**config.mk**
```make
export PLATFORM = sky130hd
export DESIGN_NAME = grb_pixel_receiver
export DESIGN_NICKNAME = d
export VERILOG_FILES = /design/src/rtl/grb_pkg.sv /design/src/rtl/sat_counter.sv /design/src/rtl/grb_pixel_receiver.sv
export SDC_FILE = /design/constraint.sdc
export NUM_CORES = 1
export LEC_CHECK = 0
export ABC_CLOCK_PERIOD_IN_PS = 2100
export CAP_MARGIN = 20
export CORE_MARGIN = 2
export CORE_UTILIZATION = 45
export CTS_CLUSTER_SIZE = 24
export DETAILED_ROUTE_END_ITERATION = 16
export GPL_ROUTABILITY_DRIVEN = 0
export GPL_TIMING_DRIVEN = 0
export PLACE_DENSITY = 0.74
export SLEW_MARGIN = 20
export SYNTH_ARGS = -nofsm -noshare
export SYNTH_HDL_FRONTEND = slang
export SYNTH_SLANG_ARGS = --single-unit
```
**constraint.sdc**
```tcl
create_clock -name clk -period 2.1 [get_ports clk]
set_input_delay 0.42 -clock clk [delete_from_list [all_inputs] [get_ports clk]]
set_output_delay 0.42 -clock clk [all_outputs]
set_load 0.005 [all_outputs]
```
**src/rtl/grb_pkg.sv**
```systemverilog
// Shared GRB LED-protocol definitions: receiver states, pixel width and default timing at 50 MHz.
package grb_pkg;

   typedef enum logic [1:0] {
      WAIT_GAP,
      READY,
      HIGH,
      LOW
   } rx_state_t;

   localparam int PIXEL_BITS        = 24;
   localparam int DEF_T1_THRESH_CYC = 30;
   localparam int DEF_MIN_HIGH_CYC  = 5;
   localparam int DEF_MAX_HIGH_CYC  = 60;
   localparam int DEF_RESET_CYC     = 2500;
   localparam int DEF_CNT_W         = 13;

endpackage

```
**src/rtl/sat_counter.sv**
```systemverilog
// Saturating up-counter; clearing while incrementing loads 1 so a new interval can start counted.
module sat_counter #(
   parameter int W = 13
) (
   input  logic         clk,
   input  logic         reset,
   input  logic         clr,
   input  logic         inc,
   output logic [W-1:0] cnt
);

   always_ff @(posedge clk) begin
      if (reset) begin
         cnt <= '0;
      end else if (clr) begin
         cnt <= {{(W-1){1'b0}}, inc};
      end else if (inc && (cnt != '1)) begin
         cnt <= cnt + W'(1);
      end
   end

endmodule

```
**src/rtl/grb_pixel_receiver.sv**
```systemverilog
// Single-wire GRB receiver: pulse-width bit decode, 24-bit pixel assembly, latch-gap frame end.
// Define GRB_RX_REORDER_EN to present pixel_data as {R,G,B} instead of wire order {G,R,B}.
module grb_pixel_receiver
   import grb_pkg::*;
#(
   parameter int T1_THRESH_CYC = DEF_T1_THRESH_CYC,
   parameter int MIN_HIGH_CYC  = DEF_MIN_HIGH_CYC,
   parameter int MAX_HIGH_CYC  = DEF_MAX_HIGH_CYC,
   parameter int RESET_CYC     = DEF_RESET_CYC,
   parameter int CNT_W         = DEF_CNT_W
) (
   input  logic                  clk,
   input  logic                  reset,
   input  logic                  din,
   output logic [PIXEL_BITS-1:0] pixel_data,
   output logic                  pixel_valid,
   output logic [CNT_W-1:0]      pixel_index,
   output logic                  frame_done,
   output logic                  bit_error,
   output logic                  busy
);

   localparam logic [CNT_W-1:0] T1_C     = CNT_W'(T1_THRESH_CYC);
   localparam logic [CNT_W-1:0] MIN_C    = CNT_W'(MIN_HIGH_CYC);
   localparam logic [CNT_W-1:0] MAX_LAST = CNT_W'(MAX_HIGH_CYC - 1);
   localparam logic [CNT_W-1:0] GAP_LAST = CNT_W'(RESET_CYC - 1);
   localparam logic [4:0]       LAST_BIT = 5'(PIXEL_BITS - 1);

   rx_state_t             state;
   logic                  din_m, din_s, din_d;
   logic [4:0]            bit_cnt;
   logic [PIXEL_BITS-1:0] shift, shift_next, pixel_word;
   logic [CNT_W-1:0]      high_cnt, low_cnt, pix_cnt;
   logic                  high_clr, high_inc, low_clr, low_inc, pix_clr, pix_inc;
   logic                  rise, fall, glitch, bit_one, timeout, gap_done;

   // NOTE: din is asynchronous; two flops settle metastability, the third gives the edge reference.
   always_ff @(posedge clk) begin
      if (reset) begin
         din_m <= 1'b0;
         din_s <= 1'b0;
         din_d <= 1'b0;
      end else begin
         din_m <= din;
         din_s <= din_m;
         din_d <= din_s;
      end
   end

   assign rise       = din_s & ~din_d;
   assign fall       = ~din_s & din_d;
   assign glitch     = high_cnt < MIN_C;
   assign bit_one    = high_cnt >= T1_C;
   assign timeout    = din_s && (high_cnt >= MAX_LAST);
   assign gap_done   = !din_s && (low_cnt >= GAP_LAST);
   assign shift_next = {shift[PIXEL_BITS-2:0], bit_one};
   assign busy       = (state == HIGH) || (state == LOW);

`ifdef GRB_RX_REORDER_EN
   assign pixel_word = {shift_next[15:8], shift_next[23:16], shift_next[7:0]};
`else
   assign pixel_word = shift_next;
`endif

   // NOTE: every signal assigned here gets a default first so no latch is inferred.
   always_comb begin
      high_clr = 1'b0;
      high_inc = 1'b0;
      low_clr  = 1'b0;
      low_inc  = 1'b0;
      pix_clr  = 1'b0;
      pix_inc  = 1'b0;
      unique case (state)
         WAIT_GAP: begin
            low_clr = din_s;
            low_inc = !din_s;
         end
         READY: begin
            high_clr = rise;
            high_inc = rise;
         end
         HIGH: begin
            if (fall) begin
               low_clr = 1'b1;
               low_inc = !glitch;
               pix_clr = glitch;
               pix_inc = !glitch && (bit_cnt == LAST_BIT);
            end else if (timeout) begin
               low_clr = 1'b1;
               pix_clr = 1'b1;
            end else begin
               high_inc = 1'b1;
            end
         end
         LOW: begin
            if (rise) begin
               high_clr = 1'b1;
               high_inc = 1'b1;
            end else if (gap_done) begin
               pix_clr = 1'b1;
            end else begin
               low_inc = 1'b1;
            end
         end
         default: ;
      endcase
   end

   sat_counter #(.W(CNT_W)) u_high_cnt (
      .clk(clk), .reset(reset), .clr(high_clr), .inc(high_inc), .cnt(high_cnt)
   );
   sat_counter #(.W(CNT_W)) u_low_cnt (
      .clk(clk), .reset(reset), .clr(low_clr), .inc(low_inc), .cnt(low_cnt)
   );
   sat_counter #(.W(CNT_W)) u_pix_cnt (
      .clk(clk), .reset(reset), .clr(pix_clr), .inc(pix_inc), .cnt(pix_cnt)
   );

   // NOTE: sequential state uses non-blocking assignments so all flops update from pre-edge values.
   always_ff @(posedge clk) begin
      if (reset) begin
         state       <= WAIT_GAP;
         bit_cnt     <= '0;
         shift       <= '0;
         pixel_data  <= '0;
         pixel_valid <= 1'b0;
         pixel_index <= '0;
         frame_done  <= 1'b0;
         bit_error   <= 1'b0;
      end else begin
         pixel_valid <= 1'b0;
         frame_done  <= 1'b0;
         bit_error   <= 1'b0;
         unique case (state)
            WAIT_GAP: if (gap_done) state <= READY;
            READY:    if (rise) state <= HIGH;
            HIGH: begin
               if (fall && glitch) begin
                  bit_error <= 1'b1;
                  bit_cnt   <= '0;
                  state     <= WAIT_GAP;
               end else if (fall) begin
                  shift <= shift_next;
                  state <= LOW;
                  if (bit_cnt == LAST_BIT) begin
                     bit_cnt     <= '0;
                     pixel_valid <= 1'b1;
                     pixel_data  <= pixel_word;
                     pixel_index <= pix_cnt;
                  end else begin
                     bit_cnt <= bit_cnt + 5'd1;
                  end
               end else if (timeout) begin
                  bit_error <= 1'b1;
                  bit_cnt   <= '0;
                  state     <= WAIT_GAP;
               end
            end
            LOW: begin
               if (rise) begin
                  state <= HIGH;
               end else if (gap_done) begin
                  // LOW is only reachable after a decoded bit, so the frame is never empty here.
                  frame_done <= 1'b1;
                  bit_error  <= (bit_cnt != '0);
                  bit_cnt    <= '0;
                  state      <= READY;
               end
            end
            default: state <= WAIT_GAP;
         endcase
      end
   end

endmodule

```
==> impl_results.md, run 1 <==
- Outcome: complete, no violations
- Antenna Diode Count: 0
- Iter 0 DRT Violations: between 300 and 400
- Effective utilization at floorplan: 45.9%
- Total number of vias: ~4300
- Smallest setup slack after layout: a little over 0.006 ns
- Post-route DRC: 0
- Async set-or-reset flop fraction in the synthesized netlist: 0%
- Via-to-Cell Ratio: about 5.4
- Largest fanout on the critical path: 5
- Switching power: 0.818 mW
- Total non-filler cell area in the finished layout: just under 6000 um2
- Clock tree root driver cell: sky130_fd_sc_hd__clkbuf_8
- Worst EP required: ~2.4 ns
- Clock tree from TritonCTS: built
- Most common cell after layout, fill and taps aside: sky130_fd_sc_hd__nand2_1
- Count of standard-cell rows: 37
- Number of routed nets with antenna violations: 0
- IO Pins: between 40 and 50
- Average wire per standard cell: approximately 14 um
- Die area: approximately 11000 um2
- WP data arrival: about 2.4 ns
- Post-synthesis sequential area ratio: between 40% and 50%
- M1 GR Usage: 26.4%
- Clock sink count: around 110
- Netlist cell types: between 50 and 60
- Grt ovf: 0
- Placement-stage worst setup slack: -0.404 ns
- Power density over the cells: between 500 and 600 nW/um2
- Worst Skew: roughly 0.012 ns
- Core Region: 10200 um2
- Post-layout min period: ~2.1 ns
- Number of detailed-routing iterations run before antenna repair: 5
- Start point of the critical path: u_high_cnt.cnt[10]
- Clk_lat worst skew: approximately 0.38 ns
- Leakage Power: ~1.9 nW
- Path class of the lowest-slack min-delay path: reg -> reg
- P_int: between 2 and 3 mW
- Number of global-route vias before repair: 3940
- Setup repair after global routing missed its margin: yes
- Post-Place Cells: approximately 760
- Post-Syn Area per Cell: between 8 and 9 um2
- Die Ht: between 100 and 150 um
- Pin count of the biggest net entering global routing: 20
- Flop pwr share: 61.6%
- Number of synthesized flops with an enable pin: 0
- Number of buffers on the longest clock path: 2
- GR met3 Demand/Resource: roughly 4.8%
- Gate Count Post-Synth: about 580
- Worst IR drop on VDD: between 400 and 500 uV
- Launch instance of the worst min-delay path: din_m
- Clock network power share: around a third
- TritonCTS Buffers: 9
- Post-synthesis net count: approximately 590
- Most used cells in the layout excluding fill and tap cells: sky130_fd_sc_hd__nand2_1 (134), sky130_fd_sc_hd__dfxtp_1 (101), sky130_fd_sc_hd__a21oi_1 (76)
- GRT Max-Usage Layer: met2
- Global Route Usage Sum: 19.9%
- Worst relative slew slack: 59.2%
- Type of the worst setup path: reg -> reg
- Final HPWL from detailed placement: around 7400 um
- Relative contribution of combinational cells to total power: 3.1%
- Number of buffer cells added on primary ports: 42
- Count of max-cap constraint violations: 0
- Number of slew-limit violations in the final report: 0
- # H-tree levels: 3
- Post-synthesis sequential element count: ~110
- Primary FF master, synth: sky130_fd_sc_hd__dfxtp_1
- Number of nets in the final layout: about 660
- WL final: 11100 um
- Proportion of layout cells with a drive suffix above 1: between 15 and 20%
- Instance area at placement: between 5000 and 6000 um2
- Switching Fraction: 23.6%
- Initial antenna violation count: 1
- Endpoint type of the worst setup path: flop
- Number of cells in the finished layout apart from fillers: between 700 and 800
- M2 GR Usage: between 30% and 40%
- Period Utilization, post-route: 99.7%
- First-pass GRT wire length: ~18000 um
- Kind of start point of the critical path: flop
- Peak clock frequency supported by timing: ~0.48 GHz
- Clock input transition at the sequential cells of the worst setup and hold paths: 0.10 ns
- Synthesis Warnings: 0
- Transition at the pin with the smallest max-transition slack: approximately 0.61 ns
- Number of endpoints failing setup at the final stage: 0
- Die width: approximately 110 um
- Layout-stage area growth over the synthesis result: 24.5%
- Netlist area before placement: ~4700 um2
- Hold Violations, Final: 0
- Beginning of the worst register-to-register path: u_high_cnt.cnt[10]
## timing repair
item | 4_1_cts | 5_1_grt
setup buffers | 9 | 8
gates resized for setup | 27 | 65
hold buffers | 0 | 0
pin swaps | 9 | 17
gates cloned | 0 | 2
setup endpoints to repair | 94 | 87
## per-stage QoR
step                      setup TNS [ns]  hold WS [ns]  utilization, %  total power, mW
after floorplan                        0         0.414               -             2.24
after global placement            -10.07         0.421            51.8             2.27
after detailed placement          -15.12         0.428            51.8             2.27
after CTS                       -0.00749         0.457            55.0             3.48
after global routing              -0.597         0.468            57.2             3.61
final                                  0         0.450            57.2             3.46
## kinds of logic after synthesis
group / after synthesis / share of synthesized area [%]
compound gates: 123 / 14.9
xor+xnor: 19 / 3.54
fa+ha+maj: 6 / 1.60
buf+inv: 43 / 3.78
flops: 112 / 47.7
mux: 2 / 0.453
simple gates: 279 / 28.0
## final cells by class
class	instances	area [um2]
buffer	33	200
clock buffer	10	138
clock inverter	6	48.8
fill	925	4380
inverter	8	30.0
multi-input combinational	429	2430
sequential	112	2260
tap	136	170
timing repair buffer	61	568
## routing by layer
metal / vias to the layer above / wire length [um]
li1: 2156 / -
met1: 2003 / 5020
met2: 123 / 5320
met3: 21 / 560
met4: 0 / 181
met5: - / 0
## power groups by stage
stage	logic [mW]	clock network [mW]	registers [mW]
global placement	0.0839	0	2.18
floorplan	0.0615	0	2.18
finish	0.108	1.22	2.14
detailed placement	0.0864	0	2.18
CTS	0.0922	1.25	2.13
global route	0.118	1.35	2.14
## worst max-delay path, cell delays in order (launching register included)
cell	delay, ns
sky130_fd_sc_hd__dfxtp_1	0.38
sky130_fd_sc_hd__nor3_1	0.36
sky130_fd_sc_hd__o211ai_2	0.19
sky130_fd_sc_hd__o21a_1	0.26
sky130_fd_sc_hd__or2_1	0.24
sky130_fd_sc_hd__buf_6	0.13
sky130_fd_sc_hd__or4_4	0.40
sky130_fd_sc_hd__nand2_1	0.07
## Yosys cell counts (all sizes together) (6+ instances only)
cell type | number | area, um2
xnor2 | 10 | 87.6
a21oi | 76 | 380
xor2 | 9 | 78.8
nor2 | 39 | 146
o21ai | 20 | 100
or3 | 9 | 56.3
inv | 8 | 30.0
nor2b | 7 | 43.8
nor3 | 9 | 45.0
ha | 6 | 75.1
dfxtp | 112 | 2240
nor4 | 9 | 71.3
nand2 | 135 | 507
nand4 | 13 | 81.3
buf | 11 | 56.3
clkbuf | 24 | 91.3
nand3 | 22 | 110
and3 | 7 | 45.1
## worst paths after layout
check / endpoint / slack (ns) / cells past startpoint
worst max-delay path: u_low_cnt.cnt[2] / 0.006 / 7
worst max register to register: u_low_cnt.cnt[2] / 0.006 / 7
worst min-delay path: din_s / 0.45 / 1
worst min register to register: din_s / 0.45 / 1
## state kept, by name, indices dropped and copies added (netlist names)
| name | count |
|---|---|
| bit_cnt | 5 |
| bit_error | 1 |
| din_d | 1 |
| din_m | 1 |
| din_s | 1 |
| frame_done | 1 |
| pixel_data | 24 |
| pixel_index | 13 |
| pixel_valid | 1 |
| shift | 23 |
| state | 2 |
| u_high_cnt.cnt | 13 |
| u_low_cnt.cnt | 13 |
| u_pix_cnt.cnt | 13 |
(Power assumes the default switching activity.)
==> inputs of run 2 (changes only) <==
CORE_MARGIN = 4   (was 2)
==> impl_results.md, run 2 (synthesis results as in run 1) <==
- Cell type of the slowest stage on the worst timing path: sky130_fd_sc_hd__dfxtp_4
- Number of buffer and inverter stages on the critical path: 3 (+2)
- P_int: 2.88 mW (+8.7%)
- Worst Skew: 0.0140 ns (+0.00231 ns)
- Global Route Usage Sum: 18.3% (-1.5 points)
- Worst relative slew slack: 62.2% (+3.0 points)
- Clock network power share: 38.9% (+3.7 points)
- Clock input transition at the sequential cells of the worst setup and hold paths: 0.09 ns (about the same)
- Final HPWL from detailed placement: 7480 um (+0.86%)
- Transition at the pin with the smallest max-transition slack: 0.567 ns (-0.0447 ns)
- Antenna Diode Count: 0 (unchanged)
- Post-layout min period: 2.09 ns (+0.000873 ns)
- Worst IR drop on VDD: 550 uV (+11%)
- Type of the worst setup path: reg -> reg
- Setup repair after global routing missed its margin: yes
- Number of detailed-routing iterations run before antenna repair: 5 (unchanged)
- Die area: 12100 um2 (+7.7%)
- WL final: 11000 um (-0.73%)
- Worst EP required: 2.35 ns (-0.07 ns)
- WP data arrival: 2.34 ns (-0.08 ns)
- Switching Fraction: 21.6% (-2.0 points)
- Registers with the most flip-flops: pixel_data x24, shift x23
- Number of buffers on the longest clock path: 2 (unchanged)
- Path class of the lowest-slack min-delay path: reg -> reg
- Leakage Power: 1.95 nW (+2.1%)
- Worst hold slack after final layout: 0.448 ns (-0.00203 ns)
- Clock tree from TritonCTS: built
- Grt ovf: 0 (unchanged)
- Smallest setup slack after layout: 0.00519 ns (-0.000873 ns)
- Period Utilization, post-route: 99.8% (about the same)
- Outcome: complete, no violations
- Number of buffer cells added on primary ports: 42 (unchanged)
- Number of nets in the final layout: 665 (+0.30%)
- Most common cell after layout, fill and taps aside: sky130_fd_sc_hd__nand2_1
- Number of slew-limit violations in the final report: 0 (unchanged)
- Via-to-Cell Ratio: 5.33 (-1.5%)
- Count of max-cap constraint violations: 0 (unchanged)
- Flop pwr share: 58.1% (-3.5 points)
- Most used cells in the layout excluding fill and tap cells: sky130_fd_sc_hd__nand2_1 (134), sky130_fd_sc_hd__dfxtp_1 (102), sky130_fd_sc_hd__a21oi_1 (75)
- Layout-stage area growth over the synthesis result: 26.3%
- Hold Violations, Final: 0 (unchanged)
- Register ranked first by flip-flop count: pixel_data
- Number of endpoints failing setup at the final stage: 0 (unchanged)
- Slowest Stage Delay on Critical Path: 0.37 ns (-0.03 ns)
- Endpoint type of the worst setup path: flop
- Post-route DRC: 0 (unchanged)
- Initial antenna violation count: 0 (-1)
- # H-tree levels: 3 (unchanged)
- Clk_lat worst skew: 0.38 ns (about the same)
- Switching power: 0.794 mW (-2.9%)
- Average wire per standard cell: 13.8 um (-0.98%)
- Largest fanout on the critical path: 5 (unchanged)
- Core Region: 10200 um2 (unchanged)
- Pin count of the biggest net entering global routing: 19 (-5.0%)
- TritonCTS Buffers: 9 (unchanged)
- Gate family responsible for the most delay along the worst path: compound AO/OA/AOI/OAI gates
- Total number of vias: 4249 (-1.3%)
- Effective utilization at floorplan: 45.9% (unchanged)
- Count of standard-cell rows: 37 (unchanged)
- Peak clock frequency supported by timing: 0.477 GHz (about the same)
- Kind of start point of the critical path: flop
- Die Ht: 110 um (+3.8%)
- Placement-stage worst setup slack: -0.378 ns (+0.0262 ns)
- Top cell by count, worst path: sky130_fd_sc_hd__buf_4
- Die width: 110 um (+3.8%)
- Iter 0 DRT Violations: 302 (-0.66%)
- Proportion of layout cells with a drive suffix above 1: 15.7% (+0.71 points)
- Relative contribution of combinational cells to total power: 3.0% (about the same)
- Worst path cell trace: buf_4 -> a211oi_4 -> buf_4 -> o2111ai_1 -> a22oi_2 -> buf_4 -> nand4_1 -> xor2_1 -> nor2_1
- Number of routed nets with antenna violations: 0 (unchanged)
- Number of global-route vias before repair: 3862 (-2.0%)
- Clock tree root driver cell: sky130_fd_sc_hd__clkbuf_8
- First-pass GRT wire length: 17900 um (-2.0%)
- Largest register FFs: 24 (unchanged)
- IO Pins: 44 (unchanged)
- Clock sink count: 112 (unchanged)
- Power density over the cells: 618 nW/um2 (+4.4%)
[run 2: changes by cell type in the layout (fill, tap and decap cells not counted), moves of 3 or more]
cell / previous run / this run
sky130_fd_sc_hd__o21ai_0: 18 / 12
sky130_fd_sc_hd__clkbuf_4: 3 / 6
sky130_fd_sc_hd__inv_6: 3 / 0
sky130_fd_sc_hd__o21ai_2: 1 / 5
sky130_fd_sc_hd__dfxtp_2: 10 / 7
[run 2: per-stage QoR]
stage / util, % / total power, mW / cells / instance area [um2] / setup TNS (ns)
after floorplan: - / 2.24 / 584 / 4710 / 0
after detailed placement: 51.8 / 2.27 / 762 / 5300 / -14.82
after CTS: 55.7 / 3.68 / 789 / 5690 / -0.00517
final: 58.0 / 3.67 / 797 / 5940 / 0
after global routing: 58.0 / 3.80 / 797 / 5940 / -0.479
after global placement: 51.8 / 2.27 / 762 / 5300 / -9.97
[run 2: power groups by stage]
stage                     clock network [mW]  logic, mW  registers, mW
after floorplan                            0     0.0615           2.18
after global placement                     0     0.0839           2.18
after detailed placement                   0     0.0868           2.19
after CTS                               1.45     0.0944           2.13
after global routing                    1.55      0.122           2.13
final                                   1.43      0.109           2.13
[run 2: repair_timing]
item / 4_1_cts / 5_1_grt
gates resized for setup: 29 / 68
buffers inserted: 11 / 8
setup endpoints to repair: 93 / 88
pin swaps: 10 / 23
hold buffers: 0 / 0
cloned: 0 / 3
hold endpoints to repair: 0 / 0
[run 2: worst register-to-register path, cell delays in order (launching register included)]
cell and delay [ns]:
sky130_fd_sc_hd__dfxtp_4 0.37, sky130_fd_sc_hd__buf_4 0.15, sky130_fd_sc_hd__a211oi_4 0.27, sky130_fd_sc_hd__buf_4 0.16
sky130_fd_sc_hd__o2111ai_1 0.13, sky130_fd_sc_hd__a22oi_2 0.35, sky130_fd_sc_hd__buf_4 0.18, sky130_fd_sc_hd__nand4_1 0.12
sky130_fd_sc_hd__xor2_1 0.19, sky130_fd_sc_hd__nor2_1 0.06
[run 2: metal layers]
| metal | up-vias | track usage (%) | wire length [um] |
|---|---|---|---|
| met4 | 0 | 4.22 | 93 |
| met1 | 2011 | 24.7 | 5000 |
| met5 | - | 0 | 0 |
| li1 | 2158 | - | - |
| met3 | 10 | 3.96 | 390 |
| met2 | 70 | 30.2 | 5520 |
[run 2: final cells by class]
class	count	area [um2]
clock inverter	6	91.3
tap	136	170
buffer	33	205
fill	912	4300
sequential	112	2260
timing repair buffer	63	594
clock buffer	10	138
inverter	8	30.0
multi-input combinational	429	2440
[run 2: final timing paths]
kind / to / cells past startpoint / slack, ns / from
max: u_high_cnt.cnt[9] / 9 / 0.005 / u_high_cnt.cnt[1]
min: din_s / 1 / 0.45 / din_m
max reg2reg: u_high_cnt.cnt[9] / 9 / 0.005 / u_high_cnt.cnt[1]
min reg2reg: din_s / 1 / 0.45 / din_m
